<file path="src/rtl/kinase_valve_sequencer.sv">
// kinase_valve_sequencer
//   Steps a microfluidic valve array through one command at a time:
//   apply the valve/selector pattern, wait for the valves to settle,
//   run the enabled peristaltic pumps for the requested dwell, then
//   pulse done and return to IDLE.
//
// Parameters
//   DWELL_W    width of cmd_dwell and the dwell counter
//   SETTLE_CYC valve settle time in cycles (1..255)
//   PUMP_DIV   cycles per pump phase (1..255)
//
// Ports
//   clk          single clock, rising edge
//   rst_n        synchronous active-low reset
//   cmd_valid    step command offered
//   cmd_ready    high in IDLE (and out of reset): a step can be accepted
//   cmd_valves   ctrl_a pattern for the step
//   cmd_sel      ctrl_s pattern for the step
//   cmd_pump_en  bit0 enables pump_a, bit1 enables pump_b
//   cmd_dwell    pumping duration in cycles (0 skips RUN)
//   abort        terminate the current step, clear all drives
//   ctrl_a       13-bit valve drive (registered)
//   ctrl_s       4-bit selector drive (registered)
//   pump_a       3-valve peristaltic drive (registered)
//   pump_b       2-valve pump drive (registered)
//   busy         high in any state other than IDLE
//   done         one-cycle pulse on step completion

module kinase_valve_sequencer #(
    parameter int DWELL_W    = 16,
    parameter int SETTLE_CYC = 8,
    parameter int PUMP_DIV   = 4
) (
    input  logic               clk,
    input  logic               rst_n,
    input  logic               cmd_valid,
    output logic               cmd_ready,
    input  logic [12:0]        cmd_valves,
    input  logic [3:0]         cmd_sel,
    input  logic [1:0]         cmd_pump_en,
    input  logic [DWELL_W-1:0] cmd_dwell,
    input  logic               abort,
    output logic [12:0]        ctrl_a,
    output logic [3:0]         ctrl_s,
    output logic [2:0]         pump_a,
    output logic [1:0]         pump_b,
    output logic               busy,
    output logic               done
);

    typedef enum logic [1:0] {
        IDLE   = 2'd0,
        SETTLE = 2'd1,
        RUN    = 2'd2,
        FINISH = 2'd3
    } state_t;

    localparam logic [7:0] SETTLE_M1 = 8'(SETTLE_CYC - 1);
    localparam logic [7:0] PUMP_M1   = 8'(PUMP_DIV - 1);

    state_t             state;
    logic [7:0]         settle_cnt;
    logic [7:0]         div_cnt;
    logic [DWELL_W-1:0] dwell_cnt;
    logic [1:0]         pump_en_q;

    assign cmd_ready = rst_n && (state == IDLE);
    assign busy      = (state != IDLE);

    // The pump output registers double as the phase state: pump_a rotates
    // right (110 -> 011 -> 101) and pump_b swaps its bits, so a disabled
    // pump loaded with zero simply stays at zero while RUN advances.
    always_ff @(posedge clk) begin
        if (!rst_n) begin
            state      <= IDLE;
            ctrl_a     <= '0;
            ctrl_s     <= '0;
            pump_a     <= '0;
            pump_b     <= '0;
            done       <= 1'b0;
            settle_cnt <= '0;
            div_cnt    <= '0;
            dwell_cnt  <= '0;
            pump_en_q  <= '0;
        end else begin
            done <= 1'b0;
            if (abort) begin
                state      <= IDLE;
                ctrl_a     <= '0;
                ctrl_s     <= '0;
                pump_a     <= '0;
                pump_b     <= '0;
                settle_cnt <= '0;
                div_cnt    <= '0;
                dwell_cnt  <= '0;
            end else begin
                case (state)
                    IDLE: begin
                        if (cmd_valid) begin
                            state      <= SETTLE;
                            ctrl_a     <= cmd_valves;
                            ctrl_s     <= cmd_sel;
                            pump_en_q  <= cmd_pump_en;
                            dwell_cnt  <= cmd_dwell;
                            settle_cnt <= SETTLE_M1;
                        end
                    end
                    SETTLE: begin
                        if (settle_cnt == '0) begin
                            if (dwell_cnt != '0) begin
                                // dwell_cnt holds the raw dwell here; reload
                                // as dwell-1 so RUN spans exactly dwell cycles.
                                state     <= RUN;
                                dwell_cnt <= dwell_cnt - DWELL_W'(1);
                                div_cnt   <= PUMP_M1;
                                pump_a    <= pump_en_q[0] ? 3'b110 : 3'b000;
                                pump_b    <= pump_en_q[1] ? 2'b10  : 2'b00;
                            end else begin
                                state <= FINISH;
                                done  <= 1'b1;
                            end
                        end else begin
                            settle_cnt <= settle_cnt - 8'd1;
                        end
                    end
                    RUN: begin
                        if (dwell_cnt == '0) begin
                            state   <= FINISH;
                            done    <= 1'b1;
                            pump_a  <= '0;
                            pump_b  <= '0;
                            div_cnt <= '0;
                        end else begin
                            dwell_cnt <= dwell_cnt - DWELL_W'(1);
                            if (div_cnt == '0) begin
                                div_cnt <= PUMP_M1;
                                pump_a  <= {pump_a[0], pump_a[2:1]};
                                pump_b  <= {pump_b[0], pump_b[1]};
                            end else begin
                                div_cnt <= div_cnt - 8'd1;
                            end
                        end
                    end
                    FINISH: begin
                        state <= IDLE;
                    end
                    default: begin
                        state <= IDLE;
                    end
                endcase
            end
        end
    end

endmodule

</file>
<file path="config.mk">
export PLATFORM = sky130hd
export DESIGN_NAME = kinase_valve_sequencer
export DESIGN_NICKNAME = d
export VERILOG_FILES = /design/src/rtl/kinase_valve_sequencer.sv
export SDC_FILE = /design/constraint.sdc
export NUM_CORES = 1
export LEC_CHECK = 0
export CAP_MARGIN = 15
export CORE_MARGIN = 2
export CORE_UTILIZATION = 55
export CTS_CLUSTER_SIZE = 28
export DETAILED_ROUTE_END_ITERATION = 6
export PLACE_DENSITY = 0.85
export REMOVE_ABC_BUFFERS = 1
export SYNTH_ARGS = -nofsm -noshare
export SYNTH_HDL_FRONTEND = slang
export SYNTH_SLANG_ARGS = --single-unit
export TNS_END_PERCENT = 30
</file>
<file path="constraint.sdc">
create_clock -name clk -period 3.8 [get_ports clk]
set_clock_uncertainty 0.15 [all_clocks]
set_input_delay 0.57 -clock clk [delete_from_list [all_inputs] [get_ports clk]]
set_output_delay 0.57 -clock clk [all_outputs]
set_load 0.05 [all_outputs]
</file>
==> results.cfg, run 1 <==
[final_layout]
area_growth_pct = 28.3
fin_nets = 479
final_core_util = 0.726
antennaDiodeCount = 0
drive_above_1_share = 0.0782

[drt]
antenna_left = 0
dr.pass1.iters = 4
drt_iter0_markers = 155
drc = 0
vias = 2846
viasPerCell = 5.61
post_drt_wl_per_cell_um = 14.6
routed_wirelength_um = 7420

[cts]
numCtsBuffers = 9
clk_pin_slew_worst_paths_ps = 70
ctsResizeCount = 0
clockBufferDepth = 2
hold_buffers = 0
htree_levels = 3
post-cts-setup-buffers = 0
root_buffer = clkbuf_8
clkLatencyLatePin_ps = 340
clock_sinks = 59
cts_tree = done

[logic_synthesis]
yosysWarnings = 0
synth.largest_area_cell = dfxtp_1
ys_seq_elements = 59
synth_cells = 372
ys_types = 62
yosysTopAreaCellShare = 0.381
syn_area_mm2 = 0.00310
synth-async-reset-ratio = 0
ys.flop_type = dfxtp_1
synthTopCellsByCount = dfxtp_1 (59), nand2_1 (57), nor2_1 (36), a21oi_1 (34), o21ai_0 (15)
synth_most_common_cell = dfxtp_1
ys_seq_area_frac = 0.381
synth.area.top_cells = dfxtp_1 (38%), nand2_1 (6.9%), a21oi_1 (5.5%)
postSynthAreaPerCell_um2 = 8.32
synth_edf_count = 0

[power]
max-vdd-ir-drop_uv = 285
finalPower_uw = 1830
p_leak_uw = 0.00147
p_per_area_mw_per_mm2 = 461

[sta]
tightestPinTransition_ps = 1010
min_period_over_period = 0.730
fmax_ghz = 0.361
worst_slack_ps = 1030
tns_ps = 0
rsz0062_at_grt = no
max_slew_margin = 0.328
hold_violations = 0
setup-violations-final = 0
period_needed_ps = 2770
slew_viol_final = 0

[floorplan]
die-area_mm2 = 0.00625
core_area_mm2 = 0.00547
num_io_pins = 64
dieWidth_um = 79.0
die_h_um = 79.0
initial_core_util = 0.566
fp-row-count = 27

[outcome]
status = complete, no violations

[critical_path]
worst-endpoint-arrival_ps = 2050
reg2reg_depth = 8
reg2reg_from = dwell_cnt[0]
start_kind = register
crit_path_start = state[0]
required_ps = 3080
end_kind = output port
critical_path_peak_fanout = 6
path_class = reg2out

[run]
max_cap_viol_count = 0

[global_route]
grtUsageTotal = 0.246
grt_max_degree = 25
grt_overflow = 0
grt_pass1_vias = 2640
antenna_found_initial = 0
grt_first_pass_wirelength_um = 12200

[hold_path]
min_from = ctrl_a[8]
whs_path_depth = 2
hold_path_class = reg2reg

[place]
numPortBuffers = 63
hpwl_um = 5100
preCtsSetupSlack_ps = 1040
gp_congestion = 0.796
kinds of logic after synthesis:
kind of cell,synth area share
AO/OA/AOI/OAI,0.219
flip-flops,0.381
multiplexers,0.0198
AND/OR/NAND/NOR,0.260
XOR/XNOR,0.0311
buffers and inverters,0.0485
adder cells (fa/ha/maj),0.0404
flip-flops by register name, summed over array words and instances (netlist names):
name	count
state	2
pump_a	3
div_cnt	8
done	1
ctrl_s	4
ctrl_a	13
dwell_cnt	16
pump_b	2
settle_cnt	8
pump_en_q	2
cells in the final DEF, fill, tap and decap left out, types with 4 or more instances in the layout:
cell             netlist  layout
mux2i_1                5       5
a2111oi_0              5       5
nor2_1                36      36
nand2_1               57      57
nand4b_1               4       4
nand3_1                5       5
nor3_1                 8       8
or3_1                  5       5
xor2_1                 9       9
a31oi_1                4       4
inv_1                 13      13
a21oi_1               34      34
a211oi_1               7       7
ha_1                  10      10
nand4_1                5       5
a22oi_1                6       6
and2_1                 7       7
nand2b_1               4       4
clkbuf_8               0      10
dfxtp_1               59      59
clkdlybuf4s50_1        0      63
o21ai_0               15      15
critical path: stages, from the launching register on:
cell             delay [ps]
dfxtp_1                 330
inv_1                   140
ha_1                    290
and2_1                  160
clkdlybuf4s50_1         800
cell type report:
| type | count | area [µm²] |
|---|---|---|
| Fill cell | 409 | 1500 |
| Timing Repair Buffer | 65 | 646 |
| Clock buffer | 11 | 141 |
| Inverter | 13 | 48.8 |
| Sequential cell | 59 | 1180 |
| Tap cell | 72 | 90.1 |
| Multi-Input combinational cell | 282 | 1770 |
| Clock inverter | 5 | 100 |
routing by layer:
layer  vias up  share of wire  global-route usage  routed length [µm]
li1       1440              -                   -                   -
met1      1334           0.44               0.300                3260
met2        58           0.50               0.420                3710
met3        14          0.039              0.0443                 288
met4         0          0.021               0.117                 153
met5         -              0                   0                   0
stage by stage:
stage                     cells  hold slack [ps]  area, µm²
after global placement      491              291       3730
final                       507              306       3970
after floorplan             354              300       3000
after CTS                   507              307       3970
after global routing        507              329       3970
after detailed placement    491              297       3730
where the power goes:
part / switching, µW / internal, µW
clock: 257 / 452
combinational: 262 / 183
sequential: 28.9 / 649
final timing paths:
kind | slack, ps | endpoint
setup / recovery | 1030 | cmd_ready
setup reg to reg | 1200 | state[0]
hold reg to reg | 310 | ctrl_a[8]
hold / removal | 310 | ctrl_a[8]
No activity file was read; power rests on OpenSTA's default activity.
==> run 2: changes to the inputs <==
--- a/config.mk
+++ b/config.mk
@@ -7,10 +7,10 @@
 export LEC_CHECK = 0
 export CAP_MARGIN = 15
 export CORE_MARGIN = 2
-export CORE_UTILIZATION = 55
+export CORE_UTILIZATION = 46
 export CTS_CLUSTER_SIZE = 28
 export DETAILED_ROUTE_END_ITERATION = 6
-export PLACE_DENSITY = 0.85
+export PLACE_DENSITY = 0.76
 export REMOVE_ABC_BUFFERS = 1
 export SYNTH_ARGS = -nofsm -noshare
 export SYNTH_HDL_FRONTEND = slang
==> constraint.sdc (replaced) <==
create_clock -name clk -period 2.3 [get_ports clk]
set_clock_uncertainty 0.15 [all_clocks]
set_input_delay 0.345 -clock clk [delete_from_list [all_inputs] [get_ports clk]]
set_output_delay 0.345 -clock clk [all_outputs]
set_load 0.05 [all_outputs]
==> results.cfg, run 2 (synthesized netlist as in run 1, its figures left out) <==
[outcome]
status = complete, no violations

[critical_path]
required_ps = 2430
worst-endpoint-arrival_ps = 2330
reg2reg_slack_ps = 90
cp.depth = 8
path_cells = inv_2 > ha_2 > nor4b_4 > nand3b_1 > or3_1 > a2111oi_0 > o21ai_0 > a21oi_1
crit_path_start = dwell_cnt[1]
crit_end = dwell_cnt[10]
worstReg2RegEnd = dwell_cnt[10]
crit_buf_inv = 1
end_kind = register
start_kind = register
reg2reg_from = dwell_cnt[1]
critical_path_peak_fanout = 5
path_class = reg2reg
critPathSlowestCell = or3_1
reg2reg_depth = 8
max_stage_delay_ps = 350
cp_top_family = simple AND/OR/NAND/NOR gates

[cts]
clk_pin_slew_worst_paths_ps = 60
numCtsBuffers = 9
root_buffer = clkbuf_8
htree_levels = 3
hold_buffers = 0
clock_sinks = 59
clkLatencyLatePin_ps = 340
cts_tree = done
clockBufferDepth = 2

[place]
hpwl_um = 5480
preCtsSetupSlack_ps = 27.6
gp_congestion = 0.854
place_inst = 519
numPortBuffers = 63

[final_layout]
largest_register = dwell_cnt
largest_register_ff_count = 16
final_core_util = 0.664
fin_nets = 512
reg_top3 = dwell_cnt x16, ctrl_a x13
area_growth_pct = 37.7
drive_above_1_share = 0.178
antennaDiodeCount = 0
final_common_cell = clkdlybuf4s50_1
layout.cells.non_filler = 544
most-common-layout-cells = clkdlybuf4s50_1 (61), nand2_1 (57), dfxtp_1 (57), nor2_1 (36)

[global_route]
grt_overflow = 0
grtUsageTotal = 0.210
antenna_found_initial = 0
grt_first_pass_wirelength_um = 12400
grt_pass1_vias = 2806
grt_max_degree = 19

[sta]
max_slew_margin = 0.650
period_needed_ps = 2210
setup-violations-final = 0
hold_violations = 0
worst_slack_ps = 92.3
rsz0062_at_grt = yes
min_period_over_period = 0.960
fmax_ghz = 0.453
tightestPinTransition_ps = 523
slew_viol_final = 0

[floorplan]
die-area_mm2 = 0.00740
initial_core_util = 0.482
dieWidth_um = 86.1
die_h_um = 86.1
core_area_mm2 = 0.00642
fp-row-count = 29
num_io_pins = 64

[drt]
vias = 2990
met2WireLength_um = 3880
top_layer = met4
dr.pass1.iters = 4
antenna_left = 0
drt_iter0_markers = 107
routed_wirelength_um = 7770
wl_met1_um = 3420
post_drt_wl_per_cell_um = 14.3
drc = 0
dr_wl_met3_um = 363
viasPerCell = 5.50

[hold_path]
hold_path_class = reg2reg

[power]
max-vdd-ir-drop_uv = 534
p_per_area_mw_per_mm2 = 683
p_leak_uw = 0.00164

[run]
max_cap_viol_count = 0
[run 2: area by class of cell]
type / instances / area, µm²
clock buffer: 13 / 169
clock inverter: 2 / 10.0
fill: 518 / 2160
inverter: 13 / 48.8
multi-input combinational: 284 / 1860
sequential: 59 / 1180
tap: 77 / 96.3
timing repair buffer: 96 / 893
[run 2: layer usage]
metal,up-vias,track usage
li1,1511,-
met1,1405,0.254
met2,61,0.347
met3,13,0.0645
met4,0,0.0851
met5,-,0
[run 2: worst min-delay path by stage]
stage | startpoint | endpoint | slack (ps) | cells after the start
finish | ctrl_a[2] | ctrl_a[2] | 300 | 2
global route | ctrl_s[1] | ctrl_s[1] | 330 | 2
CTS | ctrl_a[8] | ctrl_a[8] | 300 | 2
detailed placement | ctrl_a[8] | ctrl_a[8] | 300 | 2
global placement | ctrl_s[0] | ctrl_s[0] | 290 | 2
floorplan | dwell_cnt[11] | dwell_cnt[11] | 300 | 2
[run 2: tightest hold or removal path, stage by stage, from the launching register on]
cell and delay, ps:
dfxtp_1 310, nand2_1 50, a21oi_1 50
[run 2: power breakdown]
| group | switching [µW] | leakage, µW | internal [µW] | total, µW |
|---|---|---|---|---|
| clock | 390 | 0.0000953 | 470 | 860 |
| sequential | 47.7 | 0.000481 | 1070 | 1120 |
| combinational | 500 | 0.00106 | 431 | 930 |
[run 2: stage by stage]
stage	total power [µW]	setup TNS (ps)	hold WS [ps]	area, µm²
after floorplan	1650	-34.6	300	3000
after global placement	1930	0	292	3920
after detailed placement	1950	0	296	3920
after CTS	2820	0	305	4110
after global routing	3050	-228	325	4260
final	2910	0	304	4260
[run 2: what timing repair did]
item | 4_1_cts | 5_1_grt
setup buffers | 0 | 8
cloned | 0 | 2
pin swaps | 0 | 8
setup endpoints to repair | 1 | 31
endpoints found under the hold margin | 0 | 0
resized for setup | 1 | 24
